**config.mk**
```make
export PLATFORM = sky130hd
export DESIGN_NAME = dt_arbiter
export DESIGN_NICKNAME = d
export VERILOG_FILES = /design/src/rtl/dt_arbiter_pkg.sv /design/src/rtl/dt_rr_arbiter.sv /design/src/rtl/dt_arbiter.sv
export SDC_FILE = /design/constraint.sdc
export NUM_CORES = 1
export LEC_CHECK = 0
export BUFFER_PORTS_ARGS = -buffer_cell sky130_fd_sc_hd__buf_2
export CAP_MARGIN = 5
export CORE_MARGIN = 1.5
export CORE_UTILIZATION = 52
export DETAILED_ROUTE_END_ITERATION = 6
export HOLD_SLACK_MARGIN = 0.08
export PLACE_DENSITY = 0.87
export SKIP_LAST_GASP = 1
export SLEW_MARGIN = 25
export SYNTH_ARGS = -nofsm -noshare
export SYNTH_HDL_FRONTEND = slang
export SYNTH_SLANG_ARGS = --single-unit
```
**constraint.sdc**
```tcl
create_clock -name clk -period 4.69 [get_ports clk]
set_input_delay 0.469 -clock clk [delete_from_list [all_inputs] [get_ports clk]]
set_output_delay 0.469 -clock clk [all_outputs]
set_load 0.005 [all_outputs]
```
**src/rtl/dt_arbiter_pkg.sv**
```systemverilog
// Shared definitions for the dt packet arbiter: default widths, header tag,
// FSM state encoding and the packet-to-byte count helper.
package dt_arbiter_pkg;

    localparam int unsigned DEF_DATA_PACKET_WIDTH = 51;
    localparam int unsigned DEF_UART_DATA_WIDTH   = 8;
    localparam logic [3:0]  DEF_HDR_TAG           = 4'hA;

    typedef enum logic [2:0] {
        StIdle,
        StPop,
        StLoad,
        StHdr,
        StSend
    } arb_state_e;

    function automatic int unsigned calc_nbytes(input int unsigned dpw, input int unsigned udw);
        return (dpw + udw - 1) / udw;
    endfunction

endpackage

```
**src/rtl/dt_rr_arbiter.sv**
```systemverilog
// Combinational round-robin picker: first asserted request at or above ptr_i,
// wrapping past N_SRC-1 back to 0.
module dt_rr_arbiter #(
    parameter int unsigned N_SRC = 4
) (
    input  logic [N_SRC-1:0]         req_i,
    input  logic [$clog2(N_SRC)-1:0] ptr_i,
    output logic [$clog2(N_SRC)-1:0] gnt_idx_o,
    output logic                     gnt_vld_o
);

    localparam int unsigned IdxW = $clog2(N_SRC);

    logic [2*N_SRC-1:0] req_rot;
    logic [IdxW-1:0]    offset;
    logic [IdxW:0]      sum;

    always_comb begin
        req_rot = {req_i, req_i} >> ptr_i;
        offset  = '0;
        // Scan downwards so the lowest rotated position wins.
        for (int i = N_SRC - 1; i >= 0; i--) begin
            if (req_rot[i]) begin
                offset = IdxW'(i);
            end
        end
        sum = {1'b0, ptr_i} + {1'b0, offset};
        if (sum >= (IdxW + 1)'(N_SRC)) begin
            sum = sum - (IdxW + 1)'(N_SRC);
        end
        gnt_idx_o = sum[IdxW-1:0];
        gnt_vld_o = |req_i;
    end

endmodule

```
**src/rtl/dt_arbiter.sv**
```systemverilog
// Round-robin arbiter that pops one packet from a non-empty dt FIFO and
// serialises it as a header byte plus MSB-first packet bytes to the UART.
module dt_arbiter
    import dt_arbiter_pkg::*;
#(
    parameter int unsigned N_SRC             = 4,
    parameter int unsigned DATA_PACKET_WIDTH = DEF_DATA_PACKET_WIDTH,
    parameter int unsigned UART_DATA_WIDTH   = DEF_UART_DATA_WIDTH,
    parameter logic [3:0]  HDR_TAG           = DEF_HDR_TAG
) (
    input  logic                                 clk,
    input  logic                                 rst,
    input  logic                                 en,
    input  logic [N_SRC-1:0]                     f_empty,
    input  logic [N_SRC*DATA_PACKET_WIDTH-1:0]   data_packet,
    output logic [N_SRC-1:0]                     rd_en,
    output logic [UART_DATA_WIDTH-1:0]           data_byte,
    output logic                                 we,
    input  logic                                 tx_ready,
    output logic                                 busy,
    output logic [$clog2(N_SRC)-1:0]             grant_id
);

    localparam int unsigned IdxW   = $clog2(N_SRC);
    localparam int unsigned NBYTES = calc_nbytes(DATA_PACKET_WIDTH, UART_DATA_WIDTH);
    localparam int unsigned ShW    = NBYTES * UART_DATA_WIDTH;
    localparam int unsigned CntW   = $clog2(NBYTES + 1);

    arb_state_e             state_q, state_d;
    logic [IdxW-1:0]        grant_q, grant_d;
    logic [IdxW-1:0]        rr_ptr_q, rr_ptr_d;
    logic                   busy_q, busy_d;
    logic [CntW-1:0]        cnt_q, cnt_d;
    logic [ShW-1:0]         shreg_q, shreg_d;

    logic [IdxW-1:0]              pick_idx;
    logic                         pick_vld;
    logic [DATA_PACKET_WIDTH-1:0] pkt_sel;

    dt_rr_arbiter #(
        .N_SRC (N_SRC)
    ) u_rr (
        .req_i     (~f_empty),
        .ptr_i     (rr_ptr_q),
        .gnt_idx_o (pick_idx),
        .gnt_vld_o (pick_vld)
    );

    always_comb begin
        pkt_sel = '0;
        for (int i = 0; i < N_SRC; i++) begin
            if (grant_q == IdxW'(i)) begin
                pkt_sel = data_packet[i*DATA_PACKET_WIDTH +: DATA_PACKET_WIDTH];
            end
        end
    end

    always_comb begin
        state_d   = state_q;
        grant_d   = grant_q;
        rr_ptr_d  = rr_ptr_q;
        busy_d    = busy_q;
        cnt_d     = cnt_q;
        shreg_d   = shreg_q;
        rd_en     = '0;
        we        = 1'b0;
        data_byte = '0;

        unique case (state_q)
            StIdle: begin
                if (en && pick_vld) begin
                    grant_d = pick_idx;
                    busy_d  = 1'b1;
                    state_d = StPop;
                end
            end
            StPop: begin
                rd_en   = N_SRC'(1) << grant_q;
                state_d = StLoad;
            end
            StLoad: begin
                // FIFO data is valid the cycle after the pop strobe.
                shreg_d                        = '0;
                shreg_d[DATA_PACKET_WIDTH-1:0] = pkt_sel;
                state_d                        = StHdr;
            end
            StHdr: begin
                we        = 1'b1;
                data_byte = UART_DATA_WIDTH'({HDR_TAG, 4'(grant_q)});
                if (tx_ready) begin
                    cnt_d   = '0;
                    state_d = StSend;
                end
            end
            StSend: begin
                we        = 1'b1;
                data_byte = shreg_q[ShW-1 -: UART_DATA_WIDTH];
                if (tx_ready) begin
                    shreg_d = shreg_q << UART_DATA_WIDTH;
                    if (cnt_q == CntW'(NBYTES - 1)) begin
                        busy_d   = 1'b0;
                        state_d  = StIdle;
                        rr_ptr_d = (grant_q == IdxW'(N_SRC - 1)) ? '0 : grant_q + 1'b1;
                    end else begin
                        cnt_d = cnt_q + 1'b1;
                    end
                end
            end
            default: state_d = StIdle;
        endcase
    end

    always_ff @(posedge clk or posedge rst) begin
        if (rst) begin
            state_q  <= StIdle;
            grant_q  <= '0;
            rr_ptr_q <= '0;
            busy_q   <= 1'b0;
            cnt_q    <= '0;
            shreg_q  <= '0;
        end else begin
            state_q  <= state_d;
            grant_q  <= grant_d;
            rr_ptr_q <= rr_ptr_d;
            busy_q   <= busy_d;
            cnt_q    <= cnt_d;
            shreg_q  <= shreg_d;
        end
    end

    assign busy     = busy_q;
    assign grant_id = grant_q;

endmodule

```
==> impl_metrics.toml <==
[status]
status = "finished, final reports clean"

[timing]
finalHoldViolCount = 0
setup_tns_ns = 0
tightest_slew_ns = 1.053
skew_ns = 0.008197
relSlewSlack = 0.2982
post-route-period-util = 0.6771
min_period_ns = 3.176
holdWs_ns = 0.3544
fmax_mhz = 314.9
finalSetupViolCount = 0
rsz0062_at_grt = "no"
drv_slew = 0
fin_ws_ns = 1.514

[detailed_routing]
vias_per_cell = 5.755
drt_iter0_drc = 234
wl_per_cell_microns = 15.56
ant_nets = 0
num_vias = 5720
dr.pass1.iters = 5
drc = 0
drt-total-wl_microns = 15460

[clock_network]
cts.clk_slew.worst_paths_ns = 0.07
cts_resized = 0
cts_buffers = 9
h-tree-depth = 3
cts_tree = "built"
clockBufferDepth = 2
cts_setup_buffers = 0
root_buffer = "clkbuf_8"
clock_latency_ns = 0.34
hold_buffers = 0
clock_sinks = 67

[synthesis]
ys.flop_type = "dfrtp_1"
ys_ff_latch = 67
ys_types = 43
synthArstFlopShare = 1.000
synth-edff-count = 0
ys_seq_area_frac = 0.3361
syn_nets = 905
syn_avg_cell_area_sq_um = 7.272
syn_inst = 686
ys_warn_count = 0
netlist_area_sq_mm = 0.004989

[floorplanning]
die_y_microns = 100.9
io_pins = 228
core.rowCount = 35
coreArea_sq_mm = 0.009284
initial_utilization = 0.5373
design.die.area_sq_mm = 0.01019
dieWidth_microns = 100.9

[power_and_ir_drop]
powerDensity_mw_per_mm2 = 597.7
p_int_mw = 1.935
p_leak_nw = 3.049
seq_power_share = 0.278
combPwrFrac = 0.596
pwr-share-clk = 0.126
netSwitchingFraction = 0.4854
switchingPower_mw = 1.826
ir_drop_mv = 0.3543
fin_total_pwr_mw = 3.761

[setup_path]
cp_max_fo = 55
reg2reg_from = "state_q[0]"
critical_path_class = "flip-flop to primary output"
crit_required_ns = 4.22
rr_endpoint = "shreg_q[13]"
critPathArrivalTime_ns = 2.71
rr_worst_depth = 4
crit_path_start_kind = "flip-flop"
r2r_setup_slack_ns = 2.07
setup.worst_path.end_class = "primary output"

[place]
finalWeightedCongestion = 0.7905
placed_area_sq_mm = 0.006061
hpwl_microns = 10860
place.port_buffers = 227
place_ws_ns = 1.890

[finish]
multi_input_area_sq_mm = 0.002863
final_cell_area_sq_mm = 0.006292
layout_common_cells = "buf_2, a21oi_1, nand2_1"
diodes = 0
final_common_cell = "buf_2"
register_area_sq_mm = 0.001678
area_growth_pct = 26.13
drive_gt1_frac = 0.3064
n_fill_cell = 787
num-nets-final = 1079

[global_routing]
grt_first_pass_wirelength_microns = 24070
grt_max_degree = 104
overflow = 0
antenna_found_initial = 1
grt_pass1_vias = 5088
track_usage = 0.2988

[min_path]
hold_class = "primary input to asynchronous set/reset pin"

[flow_run]
cap_violations = 0
critical path, cell delays in order (launching register included):
cell	delay, ns
dfrtp_2	0.75
nor2_2	0.35
and2_2	0.90
nand2_1	0.11
o21ai_0	0.11
buf_2	0.14
registers in the layout, indices dropped and copies added, names as in the netlist:
register and cells:
shreg_q 56, cnt_q 3, state_q 3, grant_id 2, rr_ptr_q 2, busy 1
how the worst max path moves through the flow:
stage	from	endpoint	cells after the start	slack, ns
final	state_q[0]	data_byte[0]	5	1.51
after global routing	state_q[0]	data_byte[0]	5	1.31
after detailed placement	state_q[0]	data_byte[0]	5	1.89
after floorplan	rst	busy	1	2.54
after CTS	state_q[0]	data_byte[0]	5	1.53
after global placement	state_q[0]	data_byte[1]	5	1.99
synthesized netlist by cell type, types with 2 or more instances:
library cell,count,area (sq um)
a21oi_1,148,740.7
a221oi_1,43,376.6
a22oi_1,8,60.06
and2_1,6,37.54
and3_1,7,43.79
buf_1,9,33.78
buf_2,22,110.1
buf_4,2,15.01
clkbuf_1,37,138.9
dfrtp_1,67,1677
ha_1,7,87.58
inv_1,50,187.7
mux2_2,2,22.52
mux2i_1,2,20.02
nand2_1,125,469.2
nand3b_1,9,67.56
nand4_1,2,12.51
nor2_1,9,33.78
nor2b_1,2,12.51
nor3_1,2,10.01
o211ai_1,3,22.52
o21ai_0,53,265.3
o21ai_1,8,40.04
o22ai_1,2,12.51
o31ai_1,43,322.8
logic make-up after synthesis:
family / count (synthesis) / synth area share
and+or+nand+nor: 171 / 0.1555
muxes: 4 / 0.008528
AOI/OAI and AO/OA: 315 / 0.3810
xor gates and xnor gates: 1 / 0.001756
DFF: 67 / 0.3361
buffers and inverters: 121 / 0.09957
adders and majority gates: 7 / 0.01756
cell type report:
cell class,count,share of cell area
timing repair buffer,234,0.1921
sequential,67,0.2667
tap,129,0.02565
multi-input combinational,498,0.4550
clock inverter,5,0.008352
inverter,50,0.02983
clock buffer,11,0.02247
through the flow:
step,cells,util
after floorplan,686,-
after global placement,977,0.6528
after detailed placement,977,0.6528
after CTS,993,0.6737
after global routing,994,0.6778
final,994,0.6778
routing by layer:
layer,global-route usage,part of all wire,wire length (microns)
met4,0.1271,0.029,452
met5,0,0,0
met3,0.04854,0.063,971
met1,0.3847,0.41,6371
met2,0.4990,0.50,7667
power by group through the flow:
stage / logic, mW / clock network [mW] / registers [mW]
global placement: 2.12 / 0 / 1.03
floorplan: 1.72 / 0 / 0.928
detailed placement: 2.21 / 0 / 1.05
CTS: 2.22 / 0.477 / 1.04
finish: 2.24 / 0.474 / 1.04
global route: 2.53 / 0.510 / 1.08
No activity file was read; power rests on OpenSTA's default activity.
